$ cat src/rtl/ccd_pixel_capture.sv
// CCD pixel capture: aligns to the driver's ICG rising edge, samples the ADC once per pixel and
// streams active pixels over valid/ready. Define CCD_INVERT_EN to output full-scale minus sample.
module ccd_pixel_capture #(
  parameter int unsigned ADC_W         = 12,
  parameter int unsigned CLK_PER_PIX   = 200,
  parameter int unsigned LEAD_DUMMY    = 32,
  parameter int unsigned ACTIVE_PIX    = 3648,
  parameter int unsigned SAMPLE_OFFSET = 100,
  parameter int unsigned IDX_W         = 12
) (
  input  logic             clk,
  input  logic             rst_n,
  input  logic             ICG,
  input  logic [ADC_W-1:0] adc_data,
  input  logic             ovf_clr,
  input  logic             pix_ready,
  output logic             pix_valid,
  output logic [ADC_W-1:0] pix_data,
  output logic [IDX_W-1:0] pix_index,
  output logic             pix_sof,
  output logic             pix_eof,
  output logic             frame_busy,
  output logic [15:0]      frame_cnt,
  output logic             overflow,
  output logic             short_frame
);

  localparam int unsigned PH_W    = $clog2(CLK_PER_PIX + 1);
  localparam int unsigned CNT_MAX = (LEAD_DUMMY > ACTIVE_PIX) ? LEAD_DUMMY : ACTIVE_PIX;
  localparam int unsigned CNT_W   = $clog2(CNT_MAX + 1);

  typedef enum logic [1:0] {StIdle, StLead, StActive, StDone} state_e;

  state_e           state_q, state_d;
  logic [PH_W-1:0]  phase_q, phase_d, phase_next;
  logic [CNT_W-1:0] cnt_q, cnt_d;
  logic             icg_s1, icg_s2, icg_s3;
  logic             rise, phase_wrap, capture, load, drop;
  logic [ADC_W-1:0] sample;

  assign rise       = icg_s2 & ~icg_s3;
  assign phase_wrap = (phase_q == PH_W'(CLK_PER_PIX - 1));
  assign phase_next = phase_wrap ? '0 : phase_q + 1'b1;
  assign frame_busy = (state_q == StLead) || (state_q == StActive);

`ifdef CCD_INVERT_EN
  assign sample = ~adc_data;
`else
  assign sample = adc_data;
`endif

  always_comb begin
    state_d = state_q;
    phase_d = phase_q;
    cnt_d   = cnt_q;
    capture = 1'b0;
    unique case (state_q)
      StIdle: begin
        if (rise) begin
          state_d = StLead;
          phase_d = '0;
          cnt_d   = '0;
        end
      end
      StLead: begin
        if (rise) begin
          phase_d = '0;
          cnt_d   = '0;
        end else begin
          phase_d = phase_next;
          if (phase_wrap) begin
            if (cnt_q == CNT_W'(LEAD_DUMMY - 1)) begin
              state_d = StActive;
              cnt_d   = '0;
            end else begin
              cnt_d = cnt_q + 1'b1;
            end
          end
        end
      end
      StActive: begin
        // A restart edge takes priority over a sample falling on the same cycle.
        if (rise) begin
          state_d = StLead;
          phase_d = '0;
          cnt_d   = '0;
        end else begin
          phase_d = phase_next;
          if (phase_wrap) cnt_d = cnt_q + 1'b1;
          if (phase_q == PH_W'(SAMPLE_OFFSET)) begin
            capture = 1'b1;
            if (cnt_q == CNT_W'(ACTIVE_PIX - 1)) state_d = StDone;
          end
        end
      end
      StDone: state_d = StIdle;
      default: state_d = StIdle;
    endcase
  end

  assign load = capture & (~pix_valid | pix_ready);
  assign drop = capture & pix_valid & ~pix_ready;

  always_ff @(posedge clk or negedge rst_n) begin
    if (!rst_n) begin
      icg_s1      <= 1'b0;
      icg_s2      <= 1'b0;
      icg_s3      <= 1'b0;
      state_q     <= StIdle;
      phase_q     <= '0;
      cnt_q       <= '0;
      frame_cnt   <= '0;
      pix_valid   <= 1'b0;
      pix_data    <= '0;
      pix_index   <= '0;
      pix_sof     <= 1'b0;
      pix_eof     <= 1'b0;
      overflow    <= 1'b0;
      short_frame <= 1'b0;
    end else begin
      icg_s1  <= ICG;
      icg_s2  <= icg_s1;
      icg_s3  <= icg_s2;
      state_q <= state_d;
      phase_q <= phase_d;
      cnt_q   <= cnt_d;
      if (state_q == StDone) frame_cnt <= frame_cnt + 16'd1;

      if (load) begin
        pix_valid <= 1'b1;
        pix_data  <= sample;
        pix_index <= IDX_W'(cnt_q);
        pix_sof   <= (cnt_q == '0);
        pix_eof   <= (cnt_q == CNT_W'(ACTIVE_PIX - 1));
      end else if (pix_valid && pix_ready) begin
        pix_valid <= 1'b0;
      end

      // Set events win over a coincident clear.
      if (drop)         overflow <= 1'b1;
      else if (ovf_clr) overflow <= 1'b0;

      if (rise && frame_busy) short_frame <= 1'b1;
      else if (ovf_clr)       short_frame <= 1'b0;
    end
  end

endmodule
$ cat config.mk
export PLATFORM = sky130hd
export DESIGN_NAME = ccd_pixel_capture
export DESIGN_NICKNAME = d
export VERILOG_FILES = /design/src/rtl/ccd_pixel_capture.sv
export SDC_FILE = /design/constraint.sdc
export NUM_CORES = 1
export LEC_CHECK = 0
export CAP_MARGIN = 20
export CORE_MARGIN = 1.5
export CORE_UTILIZATION = 50
export CTS_CLUSTER_DIAMETER = 60
export DETAILED_ROUTE_END_ITERATION = 10
export MAX_ROUTING_LAYER = met4
export PLACE_DENSITY = 0.77
export SLEW_MARGIN = 5
export SYNTH_ARGS = -nofsm -noshare
export SYNTH_HDL_FRONTEND = slang
export SYNTH_SLANG_ARGS = --single-unit
export TNS_END_PERCENT = 10
$ cat constraint.sdc
create_clock -name clk -period 2.4 [get_ports clk]
set_input_delay 0.24 -clock clk [delete_from_list [all_inputs] [get_ports clk]]
set_output_delay 0.24 -clock clk [all_outputs]
set_load 0.01 [all_outputs]
==> impl_metrics.py, run 1 <==
metrics = {
    "status": {
        "status": "finished with violations",
        "failed_checks": "design-rule violations",
    },
    "global_routing": {
        "grt_pass1_wl_um": 10920,
        "grt_max_degree": 71,
        "antenna_found_initial": 0,
        "grt_pass1_vias": 2331,
        "track_usage": 0.1976,
        "grt_remaining_overflow": 0,
    },
    "routing": {
        "dr.first_iter.drc_count": 102,
        "vias": 2376,
        "dr.pass1.iters": 9,
        "drc_errors": 3,
        "wl_um": 6469,
        "wl_per_cell_um": 14.74,
        "ant_nets": 0,
        "viasPerCell": 5.412,
    },
    "placed_design": {
        "gp_congestion": 0.8438,
        "portBuffers": 62,
        "place_hpwl_um": 4433,
        "place_ws_ps": 317.1,
    },
    "min_path": {
        "hold_start": "ICG",
        "hold_class": "primary input to flop",
        "hold_end": "icg_s1$_DFF_PN0_",
        "hold_depth": 1,
    },
    "timing": {
        "drv_slew": 0,
        "finalWorstSetupSlack_ps": 294.5,
        "setup_tns_ps": 0,
        "setup_viol": 0,
        "holdWs_ps": 331.7,
        "final-hold-violation-count": 0,
        "max_clock_freq_mhz": 474.9,
        "clock_skew_ps": 9.690,
        "slew_headroom": 0.6297,
        "period_needed_ps": 2105,
        "rsz0062_at_grt": "false",
        "worstMarginPinSlew_ps": 555.0,
        "fin_crit_sh": 0.8773,
    },
    "critical_path": {
        "cp-end-kind": "flop",
        "start_kind": "flop",
        "reg2reg_depth": 6,
        "critPathArrivalTime_ps": 2340,
        "worstPathRequired_ps": 2640,
        "r2r-end": "pix_index[11]$_DFFE_PN0P_",
        "r2r_slack_ps": 290,
        "cp_max_fo": 20,
        "rr_startpoint": "phase_q[3]$_DFFE_PN0P_",
        "criticalPathCategory": "flop to flop",
    },
    "synthesis": {
        "synth_largest_area_cell": "dfrtp_1",
        "synth-edff-count": 0,
        "synth_nets": 310,
        "synthDominantCellAreaShare": 0.5151,
        "synth.top_cells.by_area": "dfrtp_1, mux2_4, xnor2_1",
        "synth-seq-cells": 70,
        "ys_dominant_reg_cell": "dfrtp_1",
        "synthArstFlopShare": 1.000,
        "netlist_area_um2": 3401,
        "yosysSeqAreaShare": 0.5151,
        "syn-instance-count": 284,
        "yosys_warnings": 0,
        "avgSynthCellArea_um2": 11.97,
        "yosysUniqueCellTypes": 46,
    },
    "final_layout": {
        "nets": 383,
        "multi_input_area_um2": 1539,
        "num_antenna_cells": 0,
        "drive_gt1_frac": 0.1685,
        "area_growth_pct": 28.73,
        "final-seq-area_um2": 1752,
        "fillers": 481,
    },
    "floorplanning": {
        "die_width_um": 85.47,
        "start_util": 0.5265,
        "std_cell_rows": 29,
        "die_area_um2": 7305,
        "die_h_um": 85.47,
        "io-pin-count": 63,
        "core_area_um2": 6459,
    },
    "clocking": {
        "root_buffer": "clkbuf_8",
        "clock_latency_ps": 350,
        "cts_sinks": 70,
        "post_cts.repair.setup_buffers": 0,
        "cts_buffers": 9,
        "htreeDepth": 3,
        "cts_tree": "done",
        "clk_pin_slew_ps": 70,
        "cts_buffer_depth": 2,
    },
    "job": {
        "cap_viol_max_count": 0,
    },
    "pwr": {
        "p_leak_uw": 0.001916,
        "powerDensity_nw_per_um2": 813.3,
        "ir_drop_mv": 0.4252,
    },
}
-- state kept, by name (all words and copies together) (netlist names) --
| register | cells |
|---|---|
| icg_s3 | 1 |
| pix_index | 12 |
| frame_cnt | 16 |
| overflow | 1 |
| phase_q | 8 |
| pix_data | 12 |
| state_q | 2 |
| short_frame | 1 |
| pix_valid | 1 |
| icg_s1 | 1 |
| icg_s2 | 1 |
| pix_eof | 1 |
| pix_sof | 1 |
| cnt_q | 12 |
-- synthesized netlist by cell type (6+ instances only) --
| cell | number |
|---|---|
| ha_1 | 9 |
| xnor2_1 | 16 |
| mux2_4 | 20 |
| nand2_1 | 21 |
| nand4_1 | 6 |
| inv_1 | 11 |
| mux2_2 | 7 |
| and3_1 | 6 |
| nor2_1 | 24 |
| o21ai_0 | 10 |
| a22o_1 | 8 |
| nand3_1 | 15 |
| dfrtp_1 | 70 |
| a21o_1 | 7 |
-- what timing repair did --
item                                   CTS  global route
hold buffers                             1             0
gates resized for setup                  0             0
endpoints found under the hold margin   70             0
-- stage by stage --
stage | area (um2) | power [uW] | instances | util
final | 4378 | 3560 | 439 | 0.6778
after global routing | 4378 | 3767 | 439 | 0.6778
after detailed placement | 4121 | 2424 | 422 | 0.6381
after floorplan | 3401 | 2042 | 284 | -
after CTS | 4378 | 3589 | 439 | 0.6778
after global placement | 4121 | 2396 | 422 | 0.6381
-- how the worst max path moves through the flow --
stage	from	end	slack [ps]	cells after the start
floorplan	phase_q[3]$_DFFE_PN0P_	pix_data[0]$_DFFE_PN0P_	580	7
global placement	phase_q[1]$_DFFE_PN0P_	pix_data[1]$_DFFE_PN0P_	360	8
detailed placement	phase_q[3]$_DFFE_PN0P_	pix_data[0]$_DFFE_PN0P_	320	6
CTS	phase_q[3]$_DFFE_PN0P_	pix_index[11]$_DFFE_PN0P_	300	6
global route	state_q[0]$_DFFE_PN0P_	cnt_q[5]$_DFFE_PN0P_	160	6
finish	phase_q[3]$_DFFE_PN0P_	pix_index[11]$_DFFE_PN0P_	290	6
-- power breakdown --
group	leakage (uW)	switching (uW)	internal, uW	total, uW
clock	0.000126	435	716	1150
sequential	0.000930	118	1280	1400
combinational	0.000860	541	468	1010
-- worst max-delay path, cell delays in order, from the launching register on --
cell and delay [ps]:
dfrtp_1 440, nand4bb_4 290, nor3_4 250, nand3_2 160, nor2b_4 290, buf_12 240
mux2_4 320
-- per-layer routing --
layer  GRT usage  vias to the layer above  share of wire
li1            -                     1146              -
met1      0.2592                     1163           0.47
met2      0.2928                       55           0.47
met3     0.04669                       12          0.037
met4     0.08798                        0          0.020
met5           -                        -              0
-- layout by cell type, fill, tap and decap left out, types with 2 or more instances in the layout --
cell / instances
a211oi_1: 3
a21o_1: 7
a21oi_1: 2
a22o_1: 8
and2_1: 2
and3_1: 6
and4_1: 4
buf_12: 2
buf_4: 5
bufinv_16: 3
clkbuf_8: 10
clkdlybuf4s50_1: 61
clkinv_2: 2
dfrtp_1: 70
ha_1: 9
inv_1: 11
mux2_2: 7
mux2_4: 20
nand2_1: 21
nand2b_1: 4
nand3_1: 15
nand4_1: 6
nor2_1: 24
nor3_4: 2
o211ai_1: 3
o21ai_0: 10
o22ai_1: 2
or3_1: 2
xnor2_1: 16
xor2_1: 4
-- cell families after synthesis --
logic type / synth area share
AO/OA/AOI/OAI: 0.09456
XOR/XNOR: 0.05151
adder cells (fa/ha/maj): 0.03311
buffers and inverters: 0.03385
flip-flops: 0.5151
multiplexers: 0.1148
AND/OR/NAND/NOR: 0.1571
-- final cells by class --
cell class / instances / area share
Sequential cell: 70 / 0.4001
Inverter: 11 / 0.009431
Multi-Input combinational cell: 195 / 0.3515
Clock buffer: 10 / 0.03144
Timing Repair Buffer: 70 / 0.1606
Tap cell: 77 / 0.02201
Clock inverter: 6 / 0.02486
No activity file was read; power rests on OpenSTA's default activity.
==> run 2: changes to the inputs <==
--- a/config.mk
+++ b/config.mk
@@ -5,11 +5,11 @@
 export SDC_FILE = /design/constraint.sdc
 export NUM_CORES = 1
 export LEC_CHECK = 0
-export CAP_MARGIN = 20
 export CORE_MARGIN = 1.5
 export CORE_UTILIZATION = 50
 export CTS_CLUSTER_DIAMETER = 60
 export DETAILED_ROUTE_END_ITERATION = 10
+export GPL_TIMING_DRIVEN = 0
 export MAX_ROUTING_LAYER = met4
 export PLACE_DENSITY = 0.77
 export SLEW_MARGIN = 5
==> run 2 against run 1 <==
The run still ends with design-rule violations left; power down 6.3%; non-clock buffer count up 2; sequential power about the same; cell count up 0.46%; largest cell class unchanged.
==> impl_metrics.py, run 2 (synthesized netlist as in run 1, its figures left out) <==
metrics = {
    "clocking": {
        "post_cts.repair.setup_buffers": 0,
        "cts_sinks": 70,
        "cts_buffer_depth": 2,
        "cts_tree": "done",
        "root_buffer": "clkbuf_8",
        "cts_buffers": 9,
        "clock_latency_ps": 330,
        "cts_resized": 0,
        "clk_pin_slew_ps": 60,
        "htreeDepth": 3,
    },
    "routing": {
        "vias": 2361,
        "drc_errors": 3,
        "dr.first_iter.drc_count": 141,
        "ant_nets": 0,
        "wl_um": 6302,
        "viasPerCell": 5.354,
        "dr.pass1.iters": 7,
        "wl_per_cell_um": 14.29,
    },
    "critical_path": {
        "cp_max_fo": 5,
        "r2r_slack_ps": 340,
        "worstPathRequired_ps": 2160,
        "rr_startpoint": "state_q[1]$_DFFE_PN0P_",
        "criticalPathCategory": "flop to primary output",
        "start_kind": "flop",
        "reg2reg_depth": 6,
        "cp-endpoint": "frame_busy",
        "critical_path.cell_chain": "inv_1 -> ha_1 -> clkdlybuf4s50_1",
        "cp-end-kind": "primary output",
        "critPathArrivalTime_ps": 1850,
        "worst_path_max_delay_cell": "clkdlybuf4s50_1",
        "r2r-end": "cnt_q[10]$_DFFE_PN0P_",
        "max_stage_delay_ps": 570,
        "startpoint": "state_q[1]$_DFFE_PN0P_",
    },
    "timing": {
        "worstMarginPinSlew_ps": 451.9,
        "max_clock_freq_mhz": 477.7,
        "setup_tns_ps": 0,
        "clock_skew_ps": 10.04,
        "holdWs_ps": 354.2,
        "final-hold-violation-count": 0,
        "slew_headroom": 0.6987,
        "period_needed_ps": 2094,
        "setup_viol": 0,
        "fin_crit_sh": 0.8723,
        "rsz0062_at_grt": "false",
        "drv_slew": 0,
        "finalWorstSetupSlack_ps": 306.4,
    },
    "final_layout": {
        "num_antenna_cells": 0,
        "area_growth_pct": 27.81,
        "nets": 385,
        "drive_gt1_frac": 0.1621,
        "final_common_cell": "dfrtp_1",
        "largest-register": "frame_cnt",
        "largest_reg_flops": 16,
        "final_cell_mix": "dfrtp_1, clkdlybuf4s50_1, nor2_1, nand2_1, mux2_4",
        "fillers": 522,
    },
    "floorplanning": {
        "io-pin-count": 63,
        "core_area_um2": 6459,
        "die_h_um": 85.47,
        "die_width_um": 85.47,
        "die_area_um2": 7305,
        "std_cell_rows": 29,
        "start_util": 0.5265,
    },
    "status": {
        "status": "finished with violations",
        "failed_checks": "design-rule violations",
    },
    "pwr": {
        "p_leak_uw": 0.001888,
        "ir_drop_mv": 0.4673,
        "total_power_uw": 3337,
        "powerDensity_nw_per_um2": 767.6,
    },
    "placed_design": {
        "portBuffers": 62,
        "place_hpwl_um": 4519,
        "gp_congestion": 0.8788,
        "place_ws_ps": 360.8,
    },
    "global_routing": {
        "grt_pass1_wl_um": 10730,
        "grt_pass1_vias": 2375,
        "grt_remaining_overflow": 0,
        "antenna_found_initial": 0,
        "track_usage": 0.1907,
        "grt_max_degree": 37,
    },
    "min_path": {
        "hold_class": "primary input to flop",
        "hold_start": "ICG",
    },
    "job": {
        "cap_viol_max_count": 0,
    },
}
run 2: metal layers:
metal / track usage / vias to the layer above / routed length (um)
li1: - / 1153 / -
met4: 0.08358 / 0 / 110
met5: - / - / 0
met1: 0.2527 / 1142 / 3116
met3: 0.03696 / 8 / 251
met2: 0.2863 / 58 / 2824
run 2: worst max-delay path, delay by kind of cell (launching register included):
family	cells	cell delay (ps)
fa+ha+maj	1	410
buf+inv	2	690
flops	1	430
run 2: what timing repair did:
action,in CTS,in global routing
setup endpoints to repair,0,0
endpoints found under the hold margin,34,0
hold buffers,1,0
run 2: per-stage QoR:
| stage | instances | util | cell area (um2) |
|---|---|---|---|
| after floorplan | 284 | - | 3401 |
| after global placement | 423 | 0.6375 | 4118 |
| after detailed placement | 424 | 0.6403 | 4135 |
| after CTS | 441 | 0.6730 | 4347 |
| after global routing | 441 | 0.6730 | 4347 |
| final | 441 | 0.6730 | 4347 |
run 2: power by group:
group	leakage [uW]	internal [uW]	switching [uW]
registers	0.000930	1280	116
logic	0.000858	451	531
clock network	0.0000996	536	419
run 2: how the worst min path moves through the flow:
stage | endpoint | slack, ps | depth (start not counted)
detailed placement | phase_q[4]$_DFFE_PN0P_ | 220 | 1
floorplan | cnt_q[0]$_DFFE_PN0P_ | -60 | 0
global route | icg_s1$_DFF_PN0_ | 360 | 1
finish | icg_s1$_DFF_PN0_ | 350 | 1
global placement | icg_s2$_DFF_PN0_ | 330 | 0
CTS | icg_s1$_DFF_PN0_ | 350 | 1
run 2: final cells by class:
type,instances,area (um2),area share
Sequential cell,70,1752,0.4030
Multi-Input combinational cell,195,1534,0.3529
Timing Repair Buffer,64,648.1,0.1491
Clock buffer,13,158.9,0.03656
Tap cell,77,96.34,0.02216
Buffer,8,73.82,0.01698
Clock inverter,3,42.54,0.009787
Inverter,11,41.29,0.009499
